[src/rtl/melody_sequencer_if.sv]
// Control/status bundle of the melody sequencer: the table write port,
// the transport controls and the sound/status outputs.
interface melody_sequencer_if #(
  parameter int ADDR_W = 6,
  parameter int DIV_W  = 21,
  parameter int DUR_W  = 8
);
  logic              iWE;
  logic [ADDR_W-1:0] iWADDR;
  logic [DIV_W-1:0]  iWDIV;
  logic [DUR_W-1:0]  iWDUR;
  logic              iSTART;
  logic              iSTOP;
  logic              iLOOP;
  logic [DUR_W-1:0]  iGAP;
  logic              oSOUND;
  logic              oBUSY;
  logic              oDONE;
  logic [ADDR_W-1:0] oNOTE;

  // Host side: loads the table and drives the transport controls.
  modport master (
    output iWE, iWADDR, iWDIV, iWDUR, iSTART, iSTOP, iLOOP, iGAP,
    input  oSOUND, oBUSY, oDONE, oNOTE
  );

  // Sequencer side.
  modport slave (
    input  iWE, iWADDR, iWDIV, iWDUR, iSTART, iSTOP, iLOOP, iGAP,
    output oSOUND, oBUSY, oDONE, oNOTE
  );
endinterface

[src/rtl/melody_sequencer.sv]
// Table-driven square-wave melody player. Each table entry holds a tone
// half-period (0 = rest) and a duration in ticks (0 = end of song). A
// prescaler turns the clock into duration ticks; an FSM walks the table,
// optionally inserting a silent gap after each note and looping the song.
module melody_sequencer #(
  parameter int TICK_DIV = 6_250_000,
  parameter int DEPTH    = 64,
  parameter int ADDR_W   = 6,
  parameter int DIV_W    = 21,
  parameter int DUR_W    = 8
) (
  input  logic                iCLK,
  input  logic                iRST,
  melody_sequencer_if.slave   bus
);

  // The pointer carries one extra bit so that stepping past the last
  // entry is visible as a wrap (end of song) rather than aliasing to 0.
  localparam int PTR_W = ADDR_W + 1;
  localparam int PRE_W = (TICK_DIV > 1) ? $clog2(TICK_DIV) : 1;

  typedef enum logic [1:0] {
    S_IDLE,
    S_FETCH,
    S_PLAY,
    S_GAP
  } state_t;

  state_t            state_q, state_d;
  logic [PTR_W-1:0]  ptr_q,   ptr_d;
  logic [DIV_W-1:0]  div_q,   div_d;
  logic [DUR_W-1:0]  cnt_q,   cnt_d;    // remaining note/gap ticks
  logic [PRE_W-1:0]  pre_q,   pre_d;    // tick prescaler
  logic [DIV_W-1:0]  tone_q,  tone_d;   // clocks into current half-period
  logic              sound_q, sound_d;
  logic              done_q,  done_d;

  logic [DIV_W-1:0]  div_mem [DEPTH];
  logic [DUR_W-1:0]  dur_mem [DEPTH];

  logic [ADDR_W-1:0] rd_addr;
  logic [DIV_W-1:0]  rd_div;
  logic [DUR_W-1:0]  rd_dur;
  logic              tick;
  logic              eos;

  // Note table write port; out-of-range addresses are dropped.
  // NOTE: the table is plain storage with no reset so it maps onto RAM;
  // its contents survive iRST and are only defined once written.
  always_ff @(posedge iCLK) begin
    if (bus.iWE && ({1'b0, bus.iWADDR} < PTR_W'(DEPTH))) begin
      div_mem[bus.iWADDR] <= bus.iWDIV;
      dur_mem[bus.iWADDR] <= bus.iWDUR;
    end
  end

  // Table read for the FETCH state; a wrapped pointer reads entry 0 but
  // is flagged as end of song regardless of what that entry holds.
  always_comb begin
    rd_addr = '0;
    if (ptr_q < PTR_W'(DEPTH)) rd_addr = ptr_q[ADDR_W-1:0];
    rd_div = div_mem[rd_addr];
    rd_dur = dur_mem[rd_addr];
    eos    = (ptr_q >= PTR_W'(DEPTH)) || (rd_dur == '0);
    tick   = (pre_q == PRE_W'(TICK_DIV - 1));
  end

  // Sequencer next-state logic: table walk, tone generation, transport.
  // NOTE: every _d gets a default before the case so no path can leave a
  // value unassigned, which would otherwise infer a latch.
  always_comb begin
    state_d = state_q;
    ptr_d   = ptr_q;
    div_d   = div_q;
    cnt_d   = cnt_q;
    pre_d   = pre_q;
    tone_d  = tone_q;
    sound_d = 1'b0;
    done_d  = 1'b0;

    unique case (state_q)
      S_IDLE: begin
        cnt_d  = '0;
        pre_d  = '0;
        tone_d = '0;
      end

      S_FETCH: begin
        div_d  = rd_div;
        cnt_d  = rd_dur;
        pre_d  = '0;
        tone_d = '0;
        if (eos) begin
          cnt_d = '0;
          ptr_d = '0;
          // An end marker at entry 0 is an empty song: never loop on it.
          if (bus.iLOOP && (ptr_q != '0)) begin
            state_d = S_FETCH;
          end else begin
            state_d = S_IDLE;
            done_d  = 1'b1;
          end
        end else begin
          state_d = S_PLAY;
        end
      end

      S_PLAY: begin
        sound_d = sound_q;
        if (div_q != '0) begin
          if (tone_q == div_q - DIV_W'(1)) begin
            tone_d  = '0;
            sound_d = ~sound_q;
          end else begin
            tone_d = tone_q + DIV_W'(1);
          end
        end
        if (tick) begin
          pre_d = '0;
          if (cnt_q == DUR_W'(1)) begin
            sound_d = 1'b0;
            tone_d  = '0;
            if (bus.iGAP == '0) begin
              ptr_d   = ptr_q + PTR_W'(1);
              cnt_d   = '0;
              state_d = S_FETCH;
            end else begin
              cnt_d   = bus.iGAP;
              state_d = S_GAP;
            end
          end else begin
            cnt_d = cnt_q - DUR_W'(1);
          end
        end else begin
          pre_d = pre_q + PRE_W'(1);
        end
      end

      S_GAP: begin
        if (tick) begin
          pre_d = '0;
          if (cnt_q == DUR_W'(1)) begin
            ptr_d   = ptr_q + PTR_W'(1);
            cnt_d   = '0;
            state_d = S_FETCH;
          end else begin
            cnt_d = cnt_q - DUR_W'(1);
          end
        end else begin
          pre_d = pre_q + PRE_W'(1);
        end
      end

      default: state_d = S_IDLE;
    endcase

    // Start (re)launches the song from entry 0, abandoning any note.
    if (bus.iSTART) begin
      state_d = S_FETCH;
      ptr_d   = '0;
      cnt_d   = '0;
      pre_d   = '0;
      tone_d  = '0;
      sound_d = 1'b0;
      done_d  = 1'b0;
    end

    // Stop overrides everything, including a simultaneous start.
    if (bus.iSTOP) begin
      state_d = S_IDLE;
      ptr_d   = '0;
      cnt_d   = '0;
      pre_d   = '0;
      tone_d  = '0;
      sound_d = 1'b0;
      done_d  = 1'b0;
    end
  end

  // State and datapath registers with asynchronous reset.
  // NOTE: non-blocking assignments make every register update from the
  // values of the previous cycle, independent of statement order.
  always_ff @(posedge iCLK or posedge iRST) begin
    if (iRST) begin
      state_q <= S_IDLE;
      ptr_q   <= '0;
      div_q   <= '0;
      cnt_q   <= '0;
      pre_q   <= '0;
      tone_q  <= '0;
      sound_q <= 1'b0;
      done_q  <= 1'b0;
    end else begin
      state_q <= state_d;
      ptr_q   <= ptr_d;
      div_q   <= div_d;
      cnt_q   <= cnt_d;
      pre_q   <= pre_d;
      tone_q  <= tone_d;
      sound_q <= sound_d;
      done_q  <= done_d;
    end
  end

  assign bus.oSOUND = sound_q;
  assign bus.oBUSY  = (state_q != S_IDLE);
  assign bus.oDONE  = done_q;
  assign bus.oNOTE  = ptr_q[ADDR_W-1:0];

endmodule
[src/flat_wrapper.sv]
// flat-port wrapper written by rule: the top's interface ports become plain ports
module melody_sequencer_flat 
#(
  parameter int TICK_DIV = 6_250_000,
  parameter int DEPTH    = 64,
  parameter int ADDR_W   = 6,
  parameter int DIV_W    = 21,
  parameter int DUR_W    = 8
)
  (iCLK, iRST, bus_iWE, bus_iWADDR, bus_iWDIV, bus_iWDUR, bus_iSTART, bus_iSTOP, bus_iLOOP, bus_iGAP, bus_oSOUND, bus_oBUSY, bus_oDONE, bus_oNOTE);
  melody_sequencer_if #(.ADDR_W(ADDR_W), .DIV_W(DIV_W), .DUR_W(DUR_W)) bus_i ();
  input  logic iCLK;
  input  logic iRST;
  input wire logic [$bits(bus_i.iWE)-1:0] bus_iWE;
  input wire logic [$bits(bus_i.iWADDR)-1:0] bus_iWADDR;
  input wire logic [$bits(bus_i.iWDIV)-1:0] bus_iWDIV;
  input wire logic [$bits(bus_i.iWDUR)-1:0] bus_iWDUR;
  input wire logic [$bits(bus_i.iSTART)-1:0] bus_iSTART;
  input wire logic [$bits(bus_i.iSTOP)-1:0] bus_iSTOP;
  input wire logic [$bits(bus_i.iLOOP)-1:0] bus_iLOOP;
  input wire logic [$bits(bus_i.iGAP)-1:0] bus_iGAP;
  output wire logic [$bits(bus_i.oSOUND)-1:0] bus_oSOUND;
  output wire logic [$bits(bus_i.oBUSY)-1:0] bus_oBUSY;
  output wire logic [$bits(bus_i.oDONE)-1:0] bus_oDONE;
  output wire logic [$bits(bus_i.oNOTE)-1:0] bus_oNOTE;
  assign bus_i.iWE = bus_iWE;
  assign bus_i.iWADDR = bus_iWADDR;
  assign bus_i.iWDIV = bus_iWDIV;
  assign bus_i.iWDUR = bus_iWDUR;
  assign bus_i.iSTART = bus_iSTART;
  assign bus_i.iSTOP = bus_iSTOP;
  assign bus_i.iLOOP = bus_iLOOP;
  assign bus_i.iGAP = bus_iGAP;
  assign bus_oSOUND = bus_i.oSOUND;
  assign bus_oBUSY = bus_i.oBUSY;
  assign bus_oDONE = bus_i.oDONE;
  assign bus_oNOTE = bus_i.oNOTE;
  melody_sequencer #(.TICK_DIV(TICK_DIV), .DEPTH(DEPTH), .ADDR_W(ADDR_W), .DIV_W(DIV_W), .DUR_W(DUR_W)) u_core (.iCLK(iCLK), .iRST(iRST), .bus(bus_i));
endmodule
[config.mk]
export PLATFORM = sky130hd
export DESIGN_NAME = melody_sequencer_flat
export DESIGN_NICKNAME = d
export VERILOG_FILES = /design/src/rtl/melody_sequencer_if.sv /design/src/rtl/melody_sequencer.sv /design/src/flat_wrapper.sv
export SDC_FILE = /design/constraint.sdc
export NUM_CORES = 2
export LEC_CHECK = 0
export BUFFER_PORTS_ARGS = -buffer_cell sky130_fd_sc_hd__buf_2
export CORE_ASPECT_RATIO = 1.2
export CORE_MARGIN = 4
export CORE_UTILIZATION = 45
export DETAILED_ROUTE_END_ITERATION = 7
export HOLD_SLACK_MARGIN = 0.05
export PLACE_DENSITY_LB_ADDON = 0.1
export SETUP_SLACK_MARGIN = 0.1
export SYNTH_ARGS = -nofsm -noshare
export SYNTH_HDL_FRONTEND = slang
export SYNTH_SLANG_ARGS = --single-unit
[constraint.sdc]
create_clock -name iCLK -period 2.9 [get_ports iCLK]
set_input_delay 0.58 -clock iCLK [delete_from_list [all_inputs] [get_ports iCLK]]
set_output_delay 0.58 -clock iCLK [all_outputs]
set_load 0.02 [all_outputs]
* Word-level counts from Yosys, hierarchy flattened
Memory sizes are Yosys's and may differ from the RTL's. A register that Yosys moved wholly into a read port is not among the register bits.
Cells that the tools add are included.
** Storage, ports and cells
- Bits in registers :: 63
- Bits in writable memories :: 1856
- Bits of input ports :: 49
- Logic and storage cells :: 98
- Memories :: 2
** Memories
- u_core.div_mem :: depth 64, width 21, rd ports 1, clocked after Yosys merged registers in 1, write ports 1, RTL line melody_sequencer.sv:38 : logic [DIV_W-1:0] div_mem [DEPTH];
- u_core.dur_mem :: depth 64, width 8, rd ports 1, clocked after Yosys merged registers in 0, write ports 1, RTL line melody_sequencer.sv:39 : logic [DUR_W-1:0] dur_mem [DEPTH];
** Cells by class
- $add $sub $neg :: 5
- Order comparisons :: 2
- Eq/ne operators :: 12
- Muxes and demuxes :: 54
- Bitwise operators :: 1
- Reduce and logical (&&, ||, !) cells :: 15
** Operators by type and width (number)
- $mux 21 :: 6
- $mux 23 :: 3
- $mux 8 :: 8
- $mux 7 :: 8
- $pmux 23 s2 :: 1
- $pmux 21 s2 :: 1
- $pmux 8 s4 :: 1
- $ne 4x3->1 const B :: 6
- $add 23x1->23 const B :: 1
- $eq 23x23->1 const B :: 1
- $add 21x1->21 const B :: 1
- $eq 21x21->1 :: 1
- $pmux 7 s3 :: 1
- $reduce_bool 21->1 :: 1
- $sub 21x1->21 const B :: 1
- $logic_not 8->1 :: 2
- $mux 2 :: 8
- $mux 1 :: 15
- $eq 8x1->1 const B :: 1
- $sub 8x1->8 const B :: 1
- $add 7x1->7 const B :: 1
- $ge 7x7->1 const B :: 1
- $lt 7x7->1 const B :: 1
- $reduce_and 7->1 :: 1
- 15 further kinds :: 17

* Logic depth before layout (Yosys ltp)
- Word-level depth :: 9
- Gate-level depth with buffers :: 14
- Gate-level depth less buffers :: 11

* Least setup slack after synthesis
OpenSTA, ideal clock, no wires.
- Kind :: input-to-reg
- From :: in bus_iWADDR[4]
- To :: mem u_core.div_mem[58][0] (enable)
- Arrival time :: 3.101 ns
- Required time :: 2.449 ns
- Path slack :: -0.652 ns
- Cell stages on the path :: 4
- Path buffers :: 1
- Cells stage by stage :: clkbuf_1 > and3_1 > nand3_1 > nor3_1
** RTL lines
- start, declared :: RTL line flat_wrapper.sv:15 : input wire logic [$bits(bus_i.iWADDR)-1:0] bus_iWADDR;
- end, declared :: RTL line melody_sequencer.sv:38
Straight into the memory's write port.

* Worst setup path in the final report
- From :: reg u_core.ptr_q[0]
- To :: reg u_core.ptr_q[1]
** Between the ends
- Word-level cells in the longest chain between the ends :: 7
- Elaborated cells on any way between the ends :: 17
** Ends and longest elaborated chain
- start, declared :: RTL line melody_sequencer.sv:30 : logic [PTR_W-1:0] ptr_q, ptr_d;
- start signal, assigned :: RTL line melody_sequencer.sv:195 : ptr_q <= ptr_d;
- $lt 7x7->1 / $add 7x1->7 (equally long branches) :: RTL line melody_sequencer.sv:61, melody_sequencer.sv:124, melody_sequencer.sv:143
- $mux 6 / $mux 7 (equally long branches) :: RTL line melody_sequencer.sv:61, melody_sequencer.sv:123
- $mem_v2 64x8 / $mux 7 (equally long branches)
- $logic_not 8->1 / $mux 7 (equally long branches) :: RTL line melody_sequencer.sv:64, melody_sequencer.sv:118
- $logic_or 1x1->1 / $pmux 7 s3 (equally long branches) :: RTL line melody_sequencer.sv:64, melody_sequencer.sv:81
- $ne 4x3->1 (no source line) / $mux 7 (equally long branches)
- $reduce_and 7->1 (no source line) / $mux 7 (equally long branches)
Parallel ways exist; a longest one is shown, timed or not. The select of a mux whose other input is x is not followed.
A chain may end at the register's enable or synchronous reset.

==> impl_metrics.tcl <==
set metrics [dict create \
    setup.worst_path.class "register to register" \
    areaGrowthSynthToFinish_pct 27.7 \
    cts_tree "yes" \
    ys_async_sr_fraction_pct 4.33 \
    io-pin-count 58 \
    run_status "complete, but fails checks" \
    timing.critical_path.slowest_cell_delay_ns 0.50 \
    synthCells 4450 \
    overflow 0 \
    clock_insertion_delay_worst_skew_ns 0.85 \
    comb_power_share_pct 16.9 \
    grt_first_pass_wirelength_um 349000 \
    switching_share_of_total_power_pct 25.1 \
    detail_route.first_pass.iterations 5 \
    rr_worst_depth 14 \
    cts_made_buffers 192 \
    post-dp-hpwl_um 150000 \
    post_synthesis_net_count 4506 \
    largest_net_degree_at_the_start_of_global_routing 69 \
    clock_skew_ns 0.0402 \
    clock_tree.root_cell "sky130_fd_sc_hd__clkbuf_16" \
    p_sw_w 0.0169 \
    rsz_0062_raised_after_global_routing "true" \
    path_common_cell "sky130_fd_sc_hd__buf_4" \
    nNetsFinal 5340 \
    detail_route.wl_per_cell_um 32.4 \
    power.clock.fraction_pct 36.5 \
    grt_pass1_vias 46600 \
    dpl-instance-area_mm2 0.0860 \
    grt_use_total_pct 27.7 \
    timing_max_transition_violations_final 0 \
    synth.cell_area_mm2 0.0771 \
    max_freq_mhz 305 \
    final_core_utilization_pct 57.8 \
    dieHeight_um 461 \
    synth-edff-count 1856 \
    start_util_pct 45.3 \
    avgSynthCellArea_um2 17.3 \
    ys_seq_area_share_pct 75.0 \
    hold_class "input pin to register" \
    critPathArrivalTime_ns 4.01 \
    violations "setup timing" \
    crit_end "u_core.ptr_q[1]" \
    route.detailed.vias_per_inst 6.11 \
    synth-warning-count 0 \
    numClockSinks 1940 \
    vias 47121 \
    total_leakage_power_nw 32.2 \
    final_layout_size_suffix_gt1_share_pct 36.7 \
    die_w_um 386 \
    route.final.wire_length_um 250000 \
    clkTransAtPathRegs_ns 0.06 \
    worst_tran_pin_value_ns 1.06 \
    final.min_clock_period_ns 3.28 \
    total_non_filler_cell_area_in_the_finished_layout_mm2 0.0984 \
    synth_ff_type "sky130_fd_sc_hd__edfxtp_1" \
    die-area_mm2 0.178 \
    cell_internal_power_w 0.0503 \
    dp_slack_ns -1.00 \
    required_ns 3.64 \
    number_of_antenna_violations_at_the_first_check_in_global_routing 7 \
    cts-root-to-sink-buffers 3 \
    finalWorstSetupSlack_ns -0.375 \
    reg2reg_slack_ns -0.38 \
    worst_r2r_startpoint "u_core.ptr_q[0]" \
    synth_cell_types 86 \
    drt_first_iter_violations 4668 \
    fraction_of_the_cycle_the_final_worst_path_needs_pct 113 \
    crit_path_cell_trace "buf_6 -> buf_8 -> buf_12 -> buf_4 -> mux2i_1 -> o311ai_0 -> a31oi_1 -> o211ai_1 -> a32oi_1 -> o2111ai_1 -> buf_4 -> o31ai_4 -> a211oi_2 -> a41o_1" \
    core_region_area_mm2 0.170 \
    port_buffer_count 57 \
    power_frac_seq_pct 46.6 \
    start_kind "register" \
    finalSetupViolCount 47 \
    routabilityCongestion 0.945 \
    power_density_mw_per_mm2 682 \
    number_of_remaining_drc_errors 0 \
    yosys_register_bits 1940 \
    rows 166 \
    hold_viol_final 0 \
    critical_path.startpoint "u_core.ptr_q[0]" \
    drtAntennaViolNets 0 \
    cts.htree.levels 4 \
    timing.critical_path.slowest_stage_cell "sky130_fd_sc_hd__dfrtp_4" \
    number_of_violations_of_the_max_capacitance_limit 0 \
    regToRegEndpoint "u_core.ptr_q[1]" \
    maximum_vdd_ir_drop_uv 470 \
    timing.critical_path.fanout_max 6 \
    worst_slew_margin_rel_pct 29.5 \
    fin_worst_hold_slack_ns 0.0864 \
    finalPower_w 0.0672 \
    worst_setup_path_end_kind "register" \
]
[metal layers]
metal / up-vias / track usage [%] / part of all wire, % / wire (um)
li1: 19853 / - / - / -
met1: 24945 / 36.5 / 39 / 98800
met2: 1868 / 46.4 / 50 / 124000
met3: 453 / 3.61 / 5.8 / 14600
met4: 2 / 11.8 / 5.1 / 12800
met5: - / 0 / 0.0052 / 13
[cell usage in the layout, fill, tap and decap left out, types with 23 or more instances in the layout]
cell                        netlist  routed
sky130_fd_sc_hd__clkbuf_16        0     203
sky130_fd_sc_hd__buf_4           39     594
sky130_fd_sc_hd__buf_16           0      40
sky130_fd_sc_hd__buf_12           0     145
sky130_fd_sc_hd__nor3_2           1      74
sky130_fd_sc_hd__mux2i_1        275     265
sky130_fd_sc_hd__o21ai_0         71      23
sky130_fd_sc_hd__a311oi_1        84      36
sky130_fd_sc_hd__nand3_1         43      41
sky130_fd_sc_hd__edfxtp_1      1856    1856
sky130_fd_sc_hd__a211oi_1       190      92
sky130_fd_sc_hd__a211oi_2         1      93
sky130_fd_sc_hd__clkinv_1         2      40
sky130_fd_sc_hd__clkbuf_1       145      43
sky130_fd_sc_hd__dfrtp_1         84      80
sky130_fd_sc_hd__nor2_1         155      85
sky130_fd_sc_hd__mux4_2         186     186
sky130_fd_sc_hd__mux2_2          43      39
sky130_fd_sc_hd__xor2_1          32      32
sky130_fd_sc_hd__nand2_1        281     260
sky130_fd_sc_hd__clkinv_2         0      33
sky130_fd_sc_hd__o22ai_2          0      35
sky130_fd_sc_hd__a311oi_2         0      46
sky130_fd_sc_hd__nor3_1         155      64
sky130_fd_sc_hd__buf_2           72      58
sky130_fd_sc_hd__a221oi_2         2      23
sky130_fd_sc_hd__a21oi_1         53      40
sky130_fd_sc_hd__inv_1           27      26
sky130_fd_sc_hd__nor2_4           0      66
sky130_fd_sc_hd__o21ai_1          5      30
sky130_fd_sc_hd__buf_6           14      66
sky130_fd_sc_hd__a31oi_1         39      28
sky130_fd_sc_hd__o22ai_1        193     151
[worst min path at each step]
stage          cells after the start       startpoint  slack (ns)         endpoint
2_1_floorplan                      1  u_core.pre_q[0]        0.43  u_core.pre_q[0]
3_3_place_gp                       1  u_core.pre_q[0]        0.44  u_core.pre_q[0]
3_5_place_dp                       1  u_core.pre_q[0]        0.46  u_core.pre_q[0]
4_1_cts                            3      bus_iGAP[2]        0.05  u_core.cnt_q[2]
5_1_grt                            3      bus_iGAP[2]        0.08  u_core.cnt_q[2]
6_report                           3      bus_iGAP[2]        0.09  u_core.cnt_q[2]
[metrics by stage]
stage               std cells  setup TNS, ns
floorplan                4450         -69.82
global route             7714         -11.87
CTS                      7645          -4.37
detailed placement       7161         -21.30
finish                   7717          -7.13
global placement         7161         -20.21
[cells by family (layout without fill, tap and decap cells)]
group | Yosys count | after routing | synth area share, %
other | 0 | 4 | 0
AND/OR/NAND/NOR | 789 | 789 | 4.85
AO/OA/AOI/OAI | 825 | 825 | 7.67
XOR/XNOR | 49 | 49 | 0.557
adder cells (fa/ha/maj) | 7 | 7 | 0.114
flip-flops | 1940 | 1940 | 75.0
multiplexers | 508 | 508 | 9.70
buffers and inverters | 332 | 1327 | 2.06
[Yosys cell counts, drive strengths merged, types with 17 or more instances]
library cell | instances | area, um^2
nor3 | 156 | 786
a22oi | 24 | 180
mux4 | 186 | 4190
a21oi | 53 | 265
a211oi | 191 | 1440
a221oi | 36 | 328
and3 | 19 | 119
mux2i | 275 | 2750
mux2 | 47 | 533
buf | 157 | 931
edfxtp | 1856 | 55700
xor2 | 32 | 280
clkbuf | 145 | 544
dfrtp | 84 | 2100
nand2 | 281 | 1050
xnor2 | 17 | 149
a311oi | 84 | 736
o22ai | 193 | 1210
a31oi | 39 | 244
nor2 | 155 | 582
o21ai | 76 | 380
inv | 28 | 105
nor2b | 20 | 125
nand3 | 43 | 215
o31ai | 25 | 201
[power by group through the flow]
stage               Combinational (W)  Clock, W  Sequential, W
floorplan                     0.00484         0         0.0318
finish                         0.0114    0.0245         0.0313
CTS                            0.0105    0.0249         0.0313
global route                   0.0119    0.0261         0.0313
global placement              0.00840         0         0.0319
detailed placement            0.00846         0         0.0319
[state kept, by name, summed over array words and instances (netlist names)]
register,cells
u_core.dur_mem,512
u_core.ptr_q,7
u_core.div_q,21
u_core.bus.oDONE,1
u_core.cnt_q,8
u_core.bus.oSOUND,1
u_core.state_q,2
u_core.div_mem,1344
u_core.tone_q,21
u_core.pre_q,23
[critical path, delay by kind of cell (launching register included)]
family	cells	cell delay, ns
AO/OA/AOI/OAI	8	1.68
buffers and inverters	5	0.75
flip-flops	1	0.50
multiplexers	1	0.24
[cell type report]
type | instances | area, um^2
clock inverter | 112 | 1060
antenna | 4 | 10.0
inverter | 30 | 124
timing repair buffer | 942 | 10300
sequential | 1940 | 57800
multi-input combinational | 2178 | 21200
fill | 13100 | 71900
tap | 2268 | 2840
clock buffer | 243 | 5090
[timing repair]
action | 4_1_cts | 5_1_grt
endpoints found under the setup margin | 55 | 61
buffers inserted | 98 | 68
cloned | 29 | 11
pin swaps | 134 | 167
endpoints found under the hold margin | 48 | 0
hold buffers | 5 | 0
resized for setup | 460 | 324
Note: power is estimated with default switching activity, not from simulation.
